### src/rtl/crossbar_noc_pkg.sv
// Shared constants and types for the APB crossbar NoC completer arbiters.
package crossbar_noc_pkg;

  localparam int ADDR_W   = 60;
  localparam int DATA_W   = 32;
  localparam int NUM_REQ  = 3;
  localparam int NUM_COMP = 4;

  typedef enum logic [1:0] {
    IDLE   = 2'd0,
    SETUP  = 2'd1,
    ACCESS = 2'd2,
    RESP   = 2'd3
  } arb_state_e;

  localparam logic [1:0] REQ0 = 2'b00;
  localparam logic [1:0] REQ1 = 2'b01;
  localparam logic [1:0] REQ2 = 2'b10;

endpackage

### src/rtl/apb_rr_pick.sv
// Rotate-priority picker: first pending requester after rr_ptr_i, modulo NUM_REQ.
module apb_rr_pick
  import crossbar_noc_pkg::*;
#(
  parameter int NUM_REQ = 3,
  parameter int GNT_W   = $clog2(NUM_REQ)
) (
  input  logic [NUM_REQ-1:0] pending_i,
  input  logic [GNT_W-1:0]   rr_ptr_i,
  output logic               valid_o,
  output logic [GNT_W-1:0]   winner_o
);

  int               idx;
  logic [GNT_W-1:0] idx_g;

  // Scan from farthest to nearest so the nearest pending requester is written last.
  always_comb begin
    valid_o  = 1'b0;
    winner_o = '0;
    idx      = 0;
    idx_g    = '0;
    for (int k = NUM_REQ; k >= 1; k--) begin
      idx   = (int'(rr_ptr_i) + k) % NUM_REQ;
      idx_g = GNT_W'(idx);
      if (pending_i[idx_g]) begin
        valid_o  = 1'b1;
        winner_o = idx_g;
      end
    end
  end

endmodule

### src/rtl/apb_comp_arbiter.sv
// Per-completer APB arbiter: round-robin grant and SETUP/ACCESS sequencing.
// Optional ACCESS watchdog enabled by defining APB_ARB_TIMEOUT_EN.
module apb_comp_arbiter
  import crossbar_noc_pkg::*;
#(
  parameter int NUM_REQ     = 3,
  parameter int ADDR_W      = 60,
  parameter int DATA_W      = 32,
  parameter int TIMEOUT_CYC = 16,
  parameter int GNT_W       = $clog2(NUM_REQ)
) (
  input  logic                      pclk,
  input  logic                      preset,
  input  logic [NUM_REQ-1:0]        req_psel,
  input  logic [NUM_REQ-1:0]        req_penable,
  input  logic [NUM_REQ-1:0]        req_pwrite,
  input  logic [NUM_REQ*ADDR_W-1:0] req_paddr,
  input  logic [NUM_REQ*DATA_W-1:0] req_pwdata,
  output logic [NUM_REQ-1:0]        req_pready,
  output logic [DATA_W-1:0]         req_prdata,
  output logic                      req_pslverr,
  output logic                      m_psel,
  output logic                      m_penable,
  output logic                      m_pwrite,
  output logic [ADDR_W-1:0]         m_paddr,
  output logic [DATA_W-1:0]         m_pwdata,
  input  logic                      m_pready,
  input  logic [DATA_W-1:0]         m_prdata,
  input  logic                      m_pslverr,
  output logic [GNT_W-1:0]          grant_id,
  output logic                      busy
);

  arb_state_e          state_q, state_d;
  logic [GNT_W-1:0]    g_q, g_d, rr_q, rr_d;
  logic                m_psel_q, m_psel_d, m_penable_q, m_penable_d, m_pwrite_q, m_pwrite_d;
  logic [ADDR_W-1:0]   m_paddr_q, m_paddr_d;
  logic [DATA_W-1:0]   m_pwdata_q, m_pwdata_d, prdata_q, prdata_d;
  logic [NUM_REQ-1:0]  pready_q, pready_d;
  logic                pslverr_q, pslverr_d, busy_q;
  logic                pick_valid, xfer_done, timeout;
  logic [GNT_W-1:0]    pick_winner;
  logic [ADDR_W-1:0]   addr_arr  [NUM_REQ];
  logic [DATA_W-1:0]   wdata_arr [NUM_REQ];
  logic                unused_penable;

  // Requester enable carries no information beyond psel for arbitration.
  assign unused_penable = ^req_penable;

  for (genvar i = 0; i < NUM_REQ; i++) begin : g_slice
    assign addr_arr[i]  = req_paddr[i*ADDR_W +: ADDR_W];
    assign wdata_arr[i] = req_pwdata[i*DATA_W +: DATA_W];
  end

  apb_rr_pick #(.NUM_REQ(NUM_REQ), .GNT_W(GNT_W)) u_pick (
    .pending_i (req_psel),
    .rr_ptr_i  (rr_q),
    .valid_o   (pick_valid),
    .winner_o  (pick_winner)
  );

  // m_pready only counts once the completer actually sees penable.
  assign xfer_done = (state_q == ACCESS) && m_penable_q && m_pready;

`ifdef APB_ARB_TIMEOUT_EN
  localparam int CNT_W = $clog2(TIMEOUT_CYC + 1);
  logic [CNT_W-1:0] cnt_q;

  always_ff @(posedge pclk or posedge preset) begin
    if (preset)                                cnt_q <= '0;
    else if (state_q == SETUP)                 cnt_q <= '0;
    else if (state_q == ACCESS && !xfer_done)  cnt_q <= cnt_q + 1'b1;
  end

  assign timeout = (state_q == ACCESS) && (cnt_q == CNT_W'(TIMEOUT_CYC - 1));
`else
  localparam int unused_timeout_cyc = TIMEOUT_CYC;
  assign timeout = 1'b0;
`endif

  always_comb begin
    state_d     = state_q;
    g_d         = g_q;
    rr_d        = rr_q;
    m_pwrite_d  = m_pwrite_q;
    m_paddr_d   = m_paddr_q;
    m_pwdata_d  = m_pwdata_q;
    m_psel_d    = 1'b0;
    m_penable_d = 1'b0;
    pready_d    = '0;
    prdata_d    = '0;
    pslverr_d   = 1'b0;
    case (state_q)
      IDLE: begin
        if (pick_valid) begin
          g_d        = pick_winner;
          rr_d       = pick_winner;
          m_pwrite_d = req_pwrite[pick_winner];
          m_paddr_d  = addr_arr[pick_winner];
          m_pwdata_d = wdata_arr[pick_winner];
          state_d    = SETUP;
        end
      end
      SETUP: begin
        m_psel_d = 1'b1;
        state_d  = ACCESS;
      end
      ACCESS: begin
        if (xfer_done) begin
          state_d     = RESP;
          pready_d[g_q] = 1'b1;
          prdata_d    = m_pwrite_q ? '0 : m_prdata;
          pslverr_d   = m_pslverr;
        end else if (timeout) begin
          state_d     = RESP;
          pready_d[g_q] = 1'b1;
          pslverr_d   = 1'b1;
        end else begin
          m_psel_d    = 1'b1;
          m_penable_d = 1'b1;
        end
      end
      RESP:    state_d = IDLE;
      default: state_d = IDLE;
    endcase
  end

  always_ff @(posedge pclk or posedge preset) begin
    if (preset) begin
      state_q     <= IDLE;
      g_q         <= '0;
      rr_q        <= GNT_W'(NUM_REQ - 1);
      m_psel_q    <= 1'b0;
      m_penable_q <= 1'b0;
      m_pwrite_q  <= 1'b0;
      m_paddr_q   <= '0;
      m_pwdata_q  <= '0;
      pready_q    <= '0;
      prdata_q    <= '0;
      pslverr_q   <= 1'b0;
      busy_q      <= 1'b0;
    end else begin
      state_q     <= state_d;
      g_q         <= g_d;
      rr_q        <= rr_d;
      m_psel_q    <= m_psel_d;
      m_penable_q <= m_penable_d;
      m_pwrite_q  <= m_pwrite_d;
      m_paddr_q   <= m_paddr_d;
      m_pwdata_q  <= m_pwdata_d;
      pready_q    <= pready_d;
      prdata_q    <= prdata_d;
      pslverr_q   <= pslverr_d;
      busy_q      <= (state_d != IDLE);
    end
  end

  assign req_pready  = pready_q;
  assign req_prdata  = prdata_q;
  assign req_pslverr = pslverr_q;
  assign m_psel      = m_psel_q;
  assign m_penable   = m_penable_q;
  assign m_pwrite    = m_pwrite_q;
  assign m_paddr     = m_paddr_q;
  assign m_pwdata    = m_pwdata_q;
  assign grant_id    = g_q;
  assign busy        = busy_q;

endmodule

### config.mk
export PLATFORM = sky130hd
export DESIGN_NAME = apb_comp_arbiter
export DESIGN_NICKNAME = d
export VERILOG_FILES = /design/src/rtl/crossbar_noc_pkg.sv /design/src/rtl/apb_rr_pick.sv /design/src/rtl/apb_comp_arbiter.sv
export SDC_FILE = /design/constraint.sdc
export NUM_CORES = 1
export LEC_CHECK = 0
export ABC_CLOCK_PERIOD_IN_PS = 11350
export CORE_AREA = 4 4 176 178
export DETAILED_ROUTE_END_ITERATION = 10
export DIE_AREA = 0 0 180 182
export PLACE_DENSITY = 0.62
export SKIP_CTS_REPAIR_TIMING = 1
export SLEW_MARGIN = 5
export SYNTH_ARGS = -nofsm -noshare
export SYNTH_HDL_FRONTEND = slang
export SYNTH_HIERARCHICAL = 1
export SYNTH_SLANG_ARGS = --single-unit
export TNS_END_PERCENT = 10
### constraint.sdc
create_clock -name pclk -period 11.35 [get_ports pclk]
set_clock_uncertainty 0.2 [all_clocks]
set_input_delay 1.135 -clock pclk [delete_from_list [all_inputs] [get_ports pclk]]
set_output_delay 1.135 -clock pclk [all_outputs]
set_load 0.02 [all_outputs]
==> results of run 1 <==
-- per-layer routing --
layer	global-route usage, %	part of all wire, %
met2	28.7	52
met3	5.07	8.0
met4	3.96	1.3
met1	18.9	39
met5	0	0
-- cell type report --
| cell class | instances | area [sq um] | area share, % |
|---|---|---|---|
| Timing Repair Buffer | 461 | 4590 | 36.5 |
| Tap cell | 390 | 488 | 3.88 |
| Inverter | 8 | 35.0 | 0.279 |
| Clock inverter | 15 | 194 | 1.54 |
| Multi-Input combinational cell | 553 | 3420 | 27.2 |
| Clock buffer | 17 | 425 | 3.38 |
| Sequential cell | 137 | 3430 | 27.3 |
-- state kept, by name, summed over array words and instances (netlist names) --
name         count
state_q          2
busy             1
m_penable        1
req_prdata      32
m_pwdata        32
req_pslverr      1
rr_q             1
m_pwrite         1
m_psel           1
m_paddr         60
req_pready       3
grant_id         2
-- worst paths after layout --
path,start,endpoint,slack [ns],cells after the start
min in group asynchronous,preset,m_paddr[22],0.96,2
worst min-delay path,rr_q[1],rr_q[1],0.30,2
max in group asynchronous,preset,m_pwrite,8.59,3
worst max-delay path,req_psel[0],m_pwrite,7.55,8
worst max register to register,rr_q[1],m_pwrite,7.89,9
worst min register to register,rr_q[1],rr_q[1],0.30,2
-- cells by family after synthesis --
logic type | after synthesis | synth area share [%]
multiplexers | 95 | 13.2
AO/OA/AOI/OAI | 206 | 14.7
adder cells (fa/ha/maj) | 8 | 1.39
buffers and inverters | 67 | 5.85
AND/OR/NAND/NOR | 244 | 17.5
flip-flops | 137 | 47.5
-- worst reg2reg max path, cell delays in order, from the launching register on --
cell      delay (ns)
dfstp_2         0.56
inv_1           0.06
ha_1            0.30
a21boi_0        0.21
a221oi_1        0.06
o21ai_0         0.45
and2_4          0.60
buf_4           0.67
nor2_1          0.13
a21oi_1         0.15
-- cells in the final DEF (no fill, tap or decap), types with 3 or more instances in the layout --
master           netlist  final
a21oi_1              190    190
and2_1                33     32
buf_4                  4     10
clkbuf_16              0     17
clkdlybuf4s50_1        0    451
clkinv_8               0      7
dfrtp_1              136    136
ha_1                   8      8
inv_1                  8      7
inv_6                  0      5
inv_8                  0      4
mux2i_1               95     95
nand2_1               12     11
nand2b_1               3      3
nor2_1                95     95
o21ai_0                3      3
o22ai_1                4      3
or2_0                 47     47
or2_2                 46     46
-- synthesized netlist by cell type, drive strengths merged --
cell / instances
o221ai: 1
ha: 8
a211oi: 1
nor2: 95
nor3: 1
nand2: 12
nand3b: 2
a21oi: 190
o22ai: 4
dfrtp: 136
or2: 93
nand3: 1
nor2b: 2
inv: 8
clkbuf: 29
nand2b: 3
o21ai: 3
mux2i: 95
o21bai: 1
a221oi: 1
and2: 33
nor3b: 2
o21a: 2
a21boi: 3
buf: 30
dfstp: 1
-- metrics by stage --
stage | instance area, sq um | hold slack, ns | power, mW | worst slack [ns] | cells
CTS | 12600 | 0.299 | 3.28 | 7.54 | 1581
finish | 12600 | 0.304 | 3.22 | 7.55 | 1581
floorplan | 7230 | 0.258 | 1.98 | 6.35 | 757
detailed placement | 12000 | 0.279 | 2.69 | 7.10 | 1549
global placement | 12000 | 0.270 | 2.66 | 7.18 | 1549
global route | 12600 | 0.313 | 3.46 | 7.32 | 1581
-- where the power goes --
part	switching (mW)	total, mW	internal, mW
clock	0.273	0.575	0.302
combinational	1.02	1.85	0.829
sequential	0.106	0.794	0.688
total	1.40	3.22	1.82
==> results.md, run 1 <==
* FMAX at 0.263 GHz
* Max Root-Sink Buffers at 2
* Worst slew pin tran at 0.953 ns
* Unrepaired setup endpoints after global routing: no
* Antenna viol nets, final at 0
* Avg Vias per Cell at 4.44
* Htree depth at 4
* RD Place Congestion at 0.817
* DR pass1 iterations at 6
* Hold Path Class: reg2reg
* Port Buf Inserts at 451
* Core area at 29400 sq um
* Fin. max-slew vios at 0
* Mapped cell area at 7230 sq um
* CP top delay family: buffers and inverters
* Clock Latency Late Sink at 0.41 ns
* Antenna violations before repair at 0
* Critical Path AT at 3.94 ns
* CTS Sinks at 137
* Hpwl dp at 20300 um
* Core Util, Final at 42.8%
* Final Hold Fails at 0
* Gate Count Post-Synth at 757
* Largest net degree at the start of global routing at 74
* Leading area contributor after synthesis: dfrtp_1
* Die area at 32800 sq um
* Buf+Inv Stages, Crit Path at 2
* Share of cells above drive strength 1 at 7.98%
* DIE WIDTH at 180 um
* Drt total wl at 27400 um
* Top cells by area, synth: dfrtp_1 47%, a21oi_1 13%, mux2i_1 13%
* #FFs+latches synth at 137
* Ant. Diodes at 0
* Drt drc at 0
* Max VDD drop at 0.144 mV
* PD cells at 256 nW/um^2
* CTS buffer count at 17
* Final period util at 33.5%
* Layout overhead on the synthesized area at 74.1%
* GR Overflow Total at 0
* Static Leak at 5.15 nW
* Die H at 182 um
* Area share of the largest cell type after synthesis at 47.1%
* Routed len/inst at 17.3 um
* Synthesis Warnings at 6
* Final setup fails at 0
* Max-Cap Viols at 0
* Seq/Total Area, Yosys at 47.5%
* Syn_nets at 1086
* Setup TNS at 0 ns
* WP data required at 11.49 ns
* Crit-path max cell delay at 0.61 ns
* CTS tree: built
* Synth unique cells at 33
* Initial Util at 24.6%
* Status: completed
* Syn Area/Cell at 9.55 sq um
* CP Launch Type: primary input
* Crit Path Max Fanout at 53
* Vias in the first global route at 7210
* Tot GR Track Use at 16.1%
* Via count at 7021
* 1st-iter DRT viols at 309
* Nets at 1507
* Fin crit period at 3.80 ns
* Fillers at 2868
* I/O Pins at 455
* Slew headroom at 36.4%
* Crit-path cells: clkdlybuf4s50_1 -> a21boi_0 -> a221oi_1 -> o21ai_0 -> and2_4 -> buf_4 -> nor2_1 -> a21oi_1
* Crit Path Class: in2reg
* First-pass GRT wire length at 42200 um
* Root buffer cell: clkbuf_16
* # rows at 63
* Clk pin slew, worst setup/hold paths at 0.07 ns
* Worst path slowest cell: buf_4
* Worst Setup End Kind: flop
Power figures use the tool's default switching activity.
==> run 2, diff against run 1 <==
--- a/config.mk
+++ b/config.mk
@@ -5,11 +5,11 @@
 export SDC_FILE = /design/constraint.sdc
 export NUM_CORES = 1
 export LEC_CHECK = 0
-export ABC_CLOCK_PERIOD_IN_PS = 11350
-export CORE_AREA = 4 4 176 178
+export ABC_CLOCK_PERIOD_IN_PS = 3360
+export CORE_AREA = 4 4 174 176
 export DETAILED_ROUTE_END_ITERATION = 10
-export DIE_AREA = 0 0 180 182
-export PLACE_DENSITY = 0.62
+export DIE_AREA = 0 0 178 180
+export PLACE_DENSITY = 0.65
 export SKIP_CTS_REPAIR_TIMING = 1
 export SLEW_MARGIN = 5
 export SYNTH_ARGS = -nofsm -noshare
==> constraint.sdc (replaced) <==
create_clock -name pclk -period 3.36 [get_ports pclk]
set_clock_uncertainty 0.2 [all_clocks]
set_input_delay 0.336 -clock pclk [delete_from_list [all_inputs] [get_ports pclk]]
set_output_delay 0.336 -clock pclk [all_outputs]
set_load 0.02 [all_outputs]
==> run 2 against run 1 <==
Effect of this change: clock-buffer cell count is the same; worst setup slack lost 7.1 ns; combinational power rose to 3.5 times the previous value; utilization grew 1.7 points; sequential power rose to 3.4 times the previous value; power rose to 3.4 times the previous value; first-iteration DRC count down 8.1%; critical path type is now reg2reg; critical endpoint is now m_paddr[19]; largest power group unchanged; highest routed layer unchanged.
==> results.md, run 2 (synthesis gave the netlist of run 1 again) <==
* Final Hold Fails at 0
* Clock Latency Late Sink at 0.41 ns
* Overall power at 11.1 mW
* Status: completed
* WL met1 at 10900 um
* Max Root-Sink Buffers at 2
* CP Launch Type: flop
* First-pass GRT wire length at 41400 um
* Wire length on met2 at 14400 um
* Sequential share of power at 24.2%
* # rows at 62
* Commonest non-fill, non-tap cell in the layout: clkdlybuf4s50_1
* Share of cells above drive strength 1 at 8.52%
* Antenna viol nets, final at 0
* Core area at 28600 sq um
* Worst hold slack at 0.231 ns
* Clock power frac at 17.6%
* Hpwl dp at 21000 um
* CTS buffer count at 17
* Fin. max-slew vios at 0
* Setup TNS at 0 ns
* Drt total wl at 28100 um
* Cell mode on critical path: a21oi_1
* PD cells at 872 nW/um^2
* Unrepaired setup endpoints after global routing: no
* Int Power at 6.32 mW
* Commonest non-fill, non-tap cells in the layout: 451 x clkdlybuf4s50_1, 190 x a21oi_1, 136 x dfrtp_1
* Largest net degree at the start of global routing at 138
* FMAX at 0.339 GHz
* Power share of the combinational group at 58.2%
* Routed len/inst at 17.8 um
* Fin crit period at 2.95 ns
* Setup crit start: rr_q[1]
* Die H at 180 um
* Htree depth at 4
* Routed wl met3 at 2330 um
* Worst Setup End Kind: flop
* Port Buf Inserts at 451
* CP top delay family: compound AO/OA/AOI/OAI gates
* 1st-iter DRT viols at 284
* Crit-path cells: inv_1 -> ha_1 -> o22ai_1 -> a21oi_1 -> o21bai_4 -> buf_12 -> buf_4 -> mux2i_1 -> or2_0 -> a21oi_1
* Tot GR Track Use at 16.6%
* RR Startpoint: rr_q[1]
* Antenna violations before repair at 0
* Psw at 4.78 mW
* DIE WIDTH at 178 um
* RD Place Congestion at 0.846
* CTS Sinks at 137
* Max-Cap Viols at 0
* Buf+Inv Stages, Crit Path at 3
* Die area at 32000 sq um
* WP data required at 3.47 ns
* Crit-path max cell delay at 0.56 ns
* Via count at 7024
* Slew headroom at 49.5%
* Nets at 1513
* DR pass1 iterations at 5
* Max VDD drop at 0.519 mV
* Final setup fails at 0
* Clk pin slew, worst setup/hold paths at 0.07 ns
* Final period util at 87.9%
* Vias in the first global route at 7055
* Avg Vias per Cell at 4.44
* Hold Path Origin: m_pslverr
* Worst path slowest cell: dfstp_2
* Crit Path Max Fanout at 36
* Ant. Diodes at 0
* Hold Path Class: in2reg
* Initial Util at 25.2%
* Drt drc at 0
* GR Overflow Total at 0
* Static Leak at 5.21 nW
* Post-route worst setup slack at 0.407 ns
* Worst slew pin tran at 0.758 ns
* Layout overhead on the synthesized area at 76.1%
* DR top layer: met4
* Critical Path AT at 3.06 ns
* Sw Ratio at 43.1%
* Crit Path Class: reg2reg
* CTS tree: built
* I/O Pins at 455
* Worst slack, placed at 0.287 ns
* Root buffer cell: clkbuf_16
* Max reg flops at 60
## run 2: cell types whose count changed in the layout (fill, tap and decap cells not counted)
cell,change
buf_12,+9
inv_6,-2
buf_4,-3
nor2_1,-1
nor2_2,+1
clkinvlp_4,+1
inv_12,+1
clkinv_8,-2
inv_8,+1
clkinv_4,+1
## run 2: per-stage QoR
step / util, % / area [sq um] / instances
2_1_floorplan: - / 7230 / 757
3_3_place_gp: 42.3 / 12100 / 1549
3_5_place_dp: 42.3 / 12100 / 1549
4_1_cts: 44.4 / 12700 / 1581
5_1_grt: 44.4 / 12700 / 1581
6_report: 44.4 / 12700 / 1581
## run 2: area by class of cell
type | count | area [sq um]
fillers | 2708 | 15900
repair buffers | 467 | 4750
flip-flops and latches | 137 | 3430
multi-input cells | 553 | 3420
well taps | 384 | 480
clock buffers | 17 | 425
clock inverters | 15 | 189
inverters | 8 | 33.8
## run 2: layer usage
layer / global-route usage [%] / up-vias
met5: 0 / -
met2: 29.6 / 296
met1: 19.3 / 3298
li1: - / 3401
met3: 4.64 / 29
met4: 4.73 / 0
## run 2: worst paths after layout
check / cells past startpoint / end / slack [ns]
worst max-delay path: 10 / m_paddr[19] / 0.41
worst min-delay path: 3 / req_pslverr / 0.23
worst max register to register: 10 / m_paddr[19] / 0.41
worst min register to register: 2 / rr_q[1] / 0.29
max in group asynchronous: 3 / m_pwdata[26] / 2.10
min in group asynchronous: 3 / m_paddr[26] / 0.31
## run 2: worst min-delay path: stages
cell and delay (ns):
clkdlybuf4s50_1 0.39, inv_1 0.05, nor2_1 0.04
## run 2: power groups by stage
stage	logic (mW)	registers (mW)	clock network, mW
5_1_grt	7.04	2.77	2.09
3_5_place_dp	6.57	2.72	0
6_report	6.46	2.69	1.95
2_1_floorplan	3.26	3.42	0
3_3_place_gp	6.51	2.69	0
4_1_cts	6.60	2.69	2.03
==> run 3, diff against run 2 <==
--- a/config.mk
+++ b/config.mk
@@ -7,6 +7,7 @@
 export LEC_CHECK = 0
 export ABC_CLOCK_PERIOD_IN_PS = 3360
 export CORE_AREA = 4 4 174 176
+export CTS_CLUSTER_SIZE = 10
 export DETAILED_ROUTE_END_ITERATION = 10
 export DIE_AREA = 0 0 178 180
 export PLACE_DENSITY = 0.65
==> results of run 3 <==
Final layout, timing and power as in run 2 (identical DEF).
